[src/rtl/prog_counter_if.sv]
// Control/status bundle for prog_counter: the master drives controls, the slave (counter) drives status.
interface prog_counter_if #(
    parameter int WIDTH  = 8,
    parameter int STEP_W = 4
);
    logic              clr;
    logic              load;
    logic [WIDTH-1:0]  load_val;
    logic              en;
    logic              up;
    logic [STEP_W-1:0] step;
    logic              ovf_clr;
    logic [WIDTH-1:0]  count;
    logic              tc;
    logic              wrap_evt;
    logic              ovf_sticky;

    modport master (
        output clr, load, load_val, en, up, step, ovf_clr,
        input  count, tc, wrap_evt, ovf_sticky
    );

    modport slave (
        input  clr, load, load_val, en, up, step, ovf_clr,
        output count, tc, wrap_evt, ovf_sticky
    );
endinterface

[src/rtl/prog_counter.sv]
// Modulo-(MOD_MAX+1) up/down counter with programmable step, wrap or saturate
// at the boundaries, a one-cycle boundary pulse and a sticky boundary flag.
module prog_counter #(
    parameter int WIDTH    = 8,
    parameter int MOD_MAX  = 255,
    parameter int STEP_W   = 4,
    parameter int SATURATE = 0
) (
    input  logic          clk,
    input  logic          rst,
    prog_counter_if.slave bus
);
    // One bit wider than the widest operand so count+step never truncates.
    localparam int AW = ((WIDTH > STEP_W) ? WIDTH : STEP_W) + 1;
    localparam logic [AW-1:0]    MAX_A  = AW'(MOD_MAX);
    localparam logic [AW-1:0]    SPAN_A = AW'(MOD_MAX + 1);
    localparam logic [WIDTH-1:0] MAX_W  = WIDTH'(MOD_MAX);

    logic [WIDTH-1:0] count_reg, count_next;
    logic             wrap_reg, wrap_next;
    logic             sticky_reg, sticky_next;

    logic [AW-1:0] cnt_a, step_a, s_a, sum_a, load_a;
    logic          evt;

    always_comb begin
        cnt_a  = AW'(count_reg);
        step_a = AW'(bus.step);
        s_a    = (step_a > MAX_A) ? MAX_A : step_a;
        sum_a  = cnt_a + s_a;
        load_a = AW'(bus.load_val);

        count_next = count_reg;
        evt        = 1'b0;

        if (bus.clr) begin
            count_next = '0;
        end else if (bus.load) begin
            count_next = (load_a > MAX_A) ? MAX_W : bus.load_val;
        end else if (bus.en && (s_a != '0)) begin
            // A saturated counter already at its limit also lands in the
            // overflow branch because s>0, so it raises an event too.
            if (bus.up) begin
                if (sum_a > MAX_A) begin
                    evt        = 1'b1;
                    count_next = (SATURATE != 0) ? MAX_W : WIDTH'(sum_a - SPAN_A);
                end else begin
                    count_next = WIDTH'(sum_a);
                end
            end else begin
                if (s_a > cnt_a) begin
                    evt        = 1'b1;
                    count_next = (SATURATE != 0) ? '0 : WIDTH'(cnt_a + SPAN_A - s_a);
                end else begin
                    count_next = WIDTH'(cnt_a - s_a);
                end
            end
        end

        wrap_next   = evt;
        // Set wins over a simultaneous clear.
        sticky_next = evt | (sticky_reg & ~bus.ovf_clr);
    end

    always_ff @(posedge clk) begin
        if (rst) begin
            count_reg  <= '0;
            wrap_reg   <= 1'b0;
            sticky_reg <= 1'b0;
        end else begin
            count_reg  <= count_next;
            wrap_reg   <= wrap_next;
            sticky_reg <= sticky_next;
        end
    end

    assign bus.count      = count_reg;
    assign bus.wrap_evt   = wrap_reg;
    assign bus.ovf_sticky = sticky_reg;
    assign bus.tc         = bus.en & ((bus.up & (count_reg == MAX_W)) |
                                      (~bus.up & (count_reg == '0)));
endmodule

[src/flat_wrapper.sv]
// flat-port wrapper written by rule: the top's interface ports become plain ports
module prog_counter_flat 
#(
    parameter int WIDTH    = 8,
    parameter int MOD_MAX  = 255,
    parameter int STEP_W   = 4,
    parameter int SATURATE = 0
)
  (clk, rst, bus_clr, bus_load, bus_load_val, bus_en, bus_up, bus_step, bus_ovf_clr, bus_count, bus_tc, bus_wrap_evt, bus_ovf_sticky);
  prog_counter_if #(.WIDTH(WIDTH), .STEP_W(STEP_W)) bus_i ();
  input  logic clk;
  input  logic rst;
  input wire logic [$bits(bus_i.clr)-1:0] bus_clr;
  input wire logic [$bits(bus_i.load)-1:0] bus_load;
  input wire logic [$bits(bus_i.load_val)-1:0] bus_load_val;
  input wire logic [$bits(bus_i.en)-1:0] bus_en;
  input wire logic [$bits(bus_i.up)-1:0] bus_up;
  input wire logic [$bits(bus_i.step)-1:0] bus_step;
  input wire logic [$bits(bus_i.ovf_clr)-1:0] bus_ovf_clr;
  output wire logic [$bits(bus_i.count)-1:0] bus_count;
  output wire logic [$bits(bus_i.tc)-1:0] bus_tc;
  output wire logic [$bits(bus_i.wrap_evt)-1:0] bus_wrap_evt;
  output wire logic [$bits(bus_i.ovf_sticky)-1:0] bus_ovf_sticky;
  assign bus_i.clr = bus_clr;
  assign bus_i.load = bus_load;
  assign bus_i.load_val = bus_load_val;
  assign bus_i.en = bus_en;
  assign bus_i.up = bus_up;
  assign bus_i.step = bus_step;
  assign bus_i.ovf_clr = bus_ovf_clr;
  assign bus_count = bus_i.count;
  assign bus_tc = bus_i.tc;
  assign bus_wrap_evt = bus_i.wrap_evt;
  assign bus_ovf_sticky = bus_i.ovf_sticky;
  prog_counter #(.WIDTH(WIDTH), .MOD_MAX(MOD_MAX), .STEP_W(STEP_W), .SATURATE(SATURATE)) u_core (.clk(clk), .rst(rst), .bus(bus_i));
endmodule
[config.mk]
export PLATFORM = sky130hd
export DESIGN_NAME = prog_counter_flat
export DESIGN_NICKNAME = d
export VERILOG_FILES = /design/src/rtl/prog_counter_if.sv /design/src/rtl/prog_counter.sv /design/src/flat_wrapper.sv
export SDC_FILE = /design/constraint.sdc
export NUM_CORES = 1
export LEC_CHECK = 0
export CAP_MARGIN = 20
export CELL_PAD_IN_SITES_DETAIL_PLACEMENT = 1
export CELL_PAD_IN_SITES_GLOBAL_PLACEMENT = 2
export CORE_MARGIN = 1.5
export CORE_UTILIZATION = 34
export CTS_CLUSTER_DIAMETER = 150
export DETAILED_ROUTE_END_ITERATION = 12
export DONT_BUFFER_PORTS = 1
export PLACE_DENSITY = 0.82
export SYNTH_ARGS = -nofsm -noshare
export SYNTH_HDL_FRONTEND = slang
export SYNTH_SLANG_ARGS = --single-unit
[constraint.sdc]
create_clock -name clk -period 2.4 [get_ports clk]
set_clock_uncertainty 0.15 [all_clocks]
set_input_delay 0.48 -clock clk [delete_from_list [all_inputs] [get_ports clk]]
set_output_delay 0.48 -clock clk [all_outputs]
set_load 0.02 [all_outputs]
==> summary.txt <==
Outcome
  – Outcome: completed

Synthesis
  – Syn Std Cell Area: ~0.0010 mm2
  – Synth Area in Compound Gates: 28.3%
  – Asr flop ratio synth: 0%
  – #FFs+latches synth: 10
  – Syn avg cell area: 7.71 um2
  – Post-synth EDFFs: 0
  – Synth cell types: 41
  – Most common flop cell mapped by yosys: dfxtp_1
  – Largest family of logic cells by synthesized area: compound AO/OA/AOI/OAI gates
  – Synthesized instance count: 134
  – Fraction of the mapped netlist area in adder cells: ~14%
  – Seq/Total Area, Yosys: 19.4%
  – Mux contribution to synthesized area: 3.03%
  – Syn Nets: roughly 160
  – Post-Synth Simple-Gate Area: 24.8%
  – Xor/xnor share of the synthesized area: 4.24%
  – Syn. warnings: 0

Clock network
  – Root Buffer: clkbuf_4
  – CTS resizes: 0
  – CTS buffer count: 3
  – Worst-path clk slew: 70 ps
  – Post-CTS setup buffers: 0
  – H-tree depth: 1
  – Worst-Skew Late Latency: 280 ps
  – Clk buf depth: 2
  – TritonCTS clock tree: yes
  – CTS Hold Buffers Added: 0
  – TritonCTS sink count: 10

Placement
  – PortBufs: 0
  – GP Congestion: 0.812
  – HPWL after detailed placement: 2.45 mm

Pwr
  – P_leak: 0.458 nW
  – Clk pwr share: 32.2%
  – Net Sw Frac: 33.2%
  – Sequential Power Share: between 30% and 40%
  – Internal: 0.000334 W
  – Logic pwr share: between 30% and 40%
  – Pwr dens: 433 mW/mm2
  – Sw Pwr: 0.000166 W
  – Worst VDD drop: 257 uV

Setup path
  – Worst reg2reg startpoint: u_core.bus.count[0]
  – Setup crit start kind: flop
  – CP arrival: about 1600 ps
  – Crit path launch: u_core.bus.count[5]
  – Nature of the critical path endpoint: primary output
  – Critical path required time: 1770 ps
  – Max FO, Critical Path: 6
  – Kind of critical path: flop to primary output

STA
  – F_max: 448 MHz
  – Final setup fails: 0
  – Max Slew Vio Count: 0
  – Worst Tran Pin Value: 546 ps
  – Slew headroom: between 60% and 70%
  – Unrepaired setup endpoints after global routing: false
  – Minimum clock period: 2230 ps
  – Setup TNS: 0 ps
  – Final worst-path cycle share: 93.0%
  – Final hold vios: 0

Route
  – WL met3: 142 um
  – Wire length per cell: 17.3 um
  – Final wirelength: 3.00 mm
  – Top layer reached by signal wires: met4
  – Via Count: about 1000
  – Pre-Repair DR Iteration Count: 6
  – ANT nets after route: 0
  – Met1 WL: 1.37 mm
  – DRC Markers: 0
  – Wire length on met2: 1.45 mm
  – Detailed Route Iter0 Violations: 32
  – Vias per inst: just under 6

GRT
  – Global-route wire length before repair: ~5 mm
  – Tot GR Track Use: 19.6%
  – Vias in the first global route: 1032
  – Gr ovfl total: 0
  – Pin count of the biggest net entering global routing: 17
  – Initial antenna violation count: 0

Layout
  – Area grow syn2layout: 11.9%
  – Number of fill cells: 331
  – N_diodes: 0
  – Layout cells sized above 1: ~16%
  – Final core utilization: 40.9%
  – Final net count: between 150 and 200
  – Max FFs per register: 8

Hold path
  – Worst Hold Launch: bus_load
  – Hold Path Class: input port to flop

Floorplanning
  – Die area: around 0.0034 mm2
  – IO Count: 30
  – Die X: 58.1 um
  – FP Rows: 19
  – Initial Util: 36.5%
  – CORE AREA: 0.00283 mm2
  – Die height: between 50 and 60 um

Job
  – Max-cap violations: 0
-- worst paths after layout --
path                            to  slack (ps)  cells past startpoint
max                         bus_tc         170                      5
min            u_core.bus.count[0]         190                      2
max reg2reg  u_core.bus.ovf_sticky         330                      7
min reg2reg    u_core.bus.count[5]         550                      3
-- cell type report --
| type | count | area, um2 | area share [%] |
|---|---|---|---|
| tap | 31 | 38.8 | 3.35 |
| clock buffer | 4 | 36.3 | 3.14 |
| multi-input combinational | 108 | 764 | 66.1 |
| timing repair buffer | 11 | 82.6 | 7.14 |
| sequential | 10 | 200 | 17.3 |
| inverter | 9 | 33.8 | 2.92 |
-- power by group through the flow --
stage	sequential [W]	clock (W)	combinational, W
2_1_floorplan	0.000194	0	0.000111
3_3_place_gp	0.000188	0	0.000152
3_5_place_dp	0.000188	0	0.000155
4_1_cts	0.000184	0.000163	0.000156
5_1_grt	0.000186	0.000172	0.000171
6_report	0.000184	0.000161	0.000155
-- kinds of logic (layout without fill, tap and decap cells) --
kind of cell	Yosys count	after routing
and+or+nand+nor	52	52
buffers and inverters	16	24
muxes	3	3
DFF	10	10
xor gates and xnor gates	5	5
adders and majority gates	10	10
AOI/OAI and AO/OA	38	38
-- per-stage QoR --
| stage | cells | hold WS [ps] | area (um2) | power [W] | setup slack, ps |
|---|---|---|---|---|---|
| finish | 173 | 188 | 1160 | 0.000500 | 168 |
| global route | 173 | 190 | 1160 | 0.000529 | 74.2 |
| CTS | 173 | 188 | 1160 | 0.000503 | 164 |
| detailed placement | 169 | 481 | 1120 | 0.000343 | 193 |
| global placement | 169 | 470 | 1120 | 0.000340 | 216 |
| floorplan | 134 | 474 | 1030 | 0.000305 | 136 |
-- cells in the mapped netlist, types with 2 or more instances --
cell	number	area, um2
nor2_1	13	48.8
a21oi_1	10	50.1
dfxtp_1	10	200
nand2_1	10	37.5
nand3_1	10	50.1
ha_1	8	100
inv_1	8	30.0
buf_2	7	35.0
o21ai_0	6	30.0
xnor2_1	5	43.8
a211oi_1	4	30.0
nor2b_1	4	25.0
nor3_1	3	15.0
fa_1	2	40.0
mux2i_1	2	20.0
nand4_1	2	12.5
nor3b_1	2	15.0
o211ai_1	2	15.0
o22ai_1	2	12.5
or2_1	2	12.5
or3_1	2	12.5
-- cells in the final DEF (no fill, tap or decap), types with 3 or more instances in the layout --
master / synthesis / layout
nor2_1: 13 / 13
buf_4: 0 / 11
nand3_1: 10 / 10
a21oi_1: 10 / 10
nand2_1: 10 / 10
dfxtp_1: 10 / 10
inv_1: 8 / 8
ha_1: 8 / 8
o21ai_0: 6 / 6
xnor2_1: 5 / 5
nor2b_1: 4 / 4
a211oi_1: 4 / 4
nor3_1: 3 / 3
clkbuf_4: 0 / 3
-- layer usage --
layer	track usage [%]	vias up
met5	0	-
met4	4.98	0
met3	4.24	4
met2	31.8	21
met1	26.3	473
li1	-	500
-- critical path: stages, from the launching register on --
cell and delay, ps:
dfxtp_1 370, or3_1 350, nor2_1 160, nand3_1 90, a21boi_0 180, buf_4 170
Note: power is estimated with default switching activity, not from simulation.
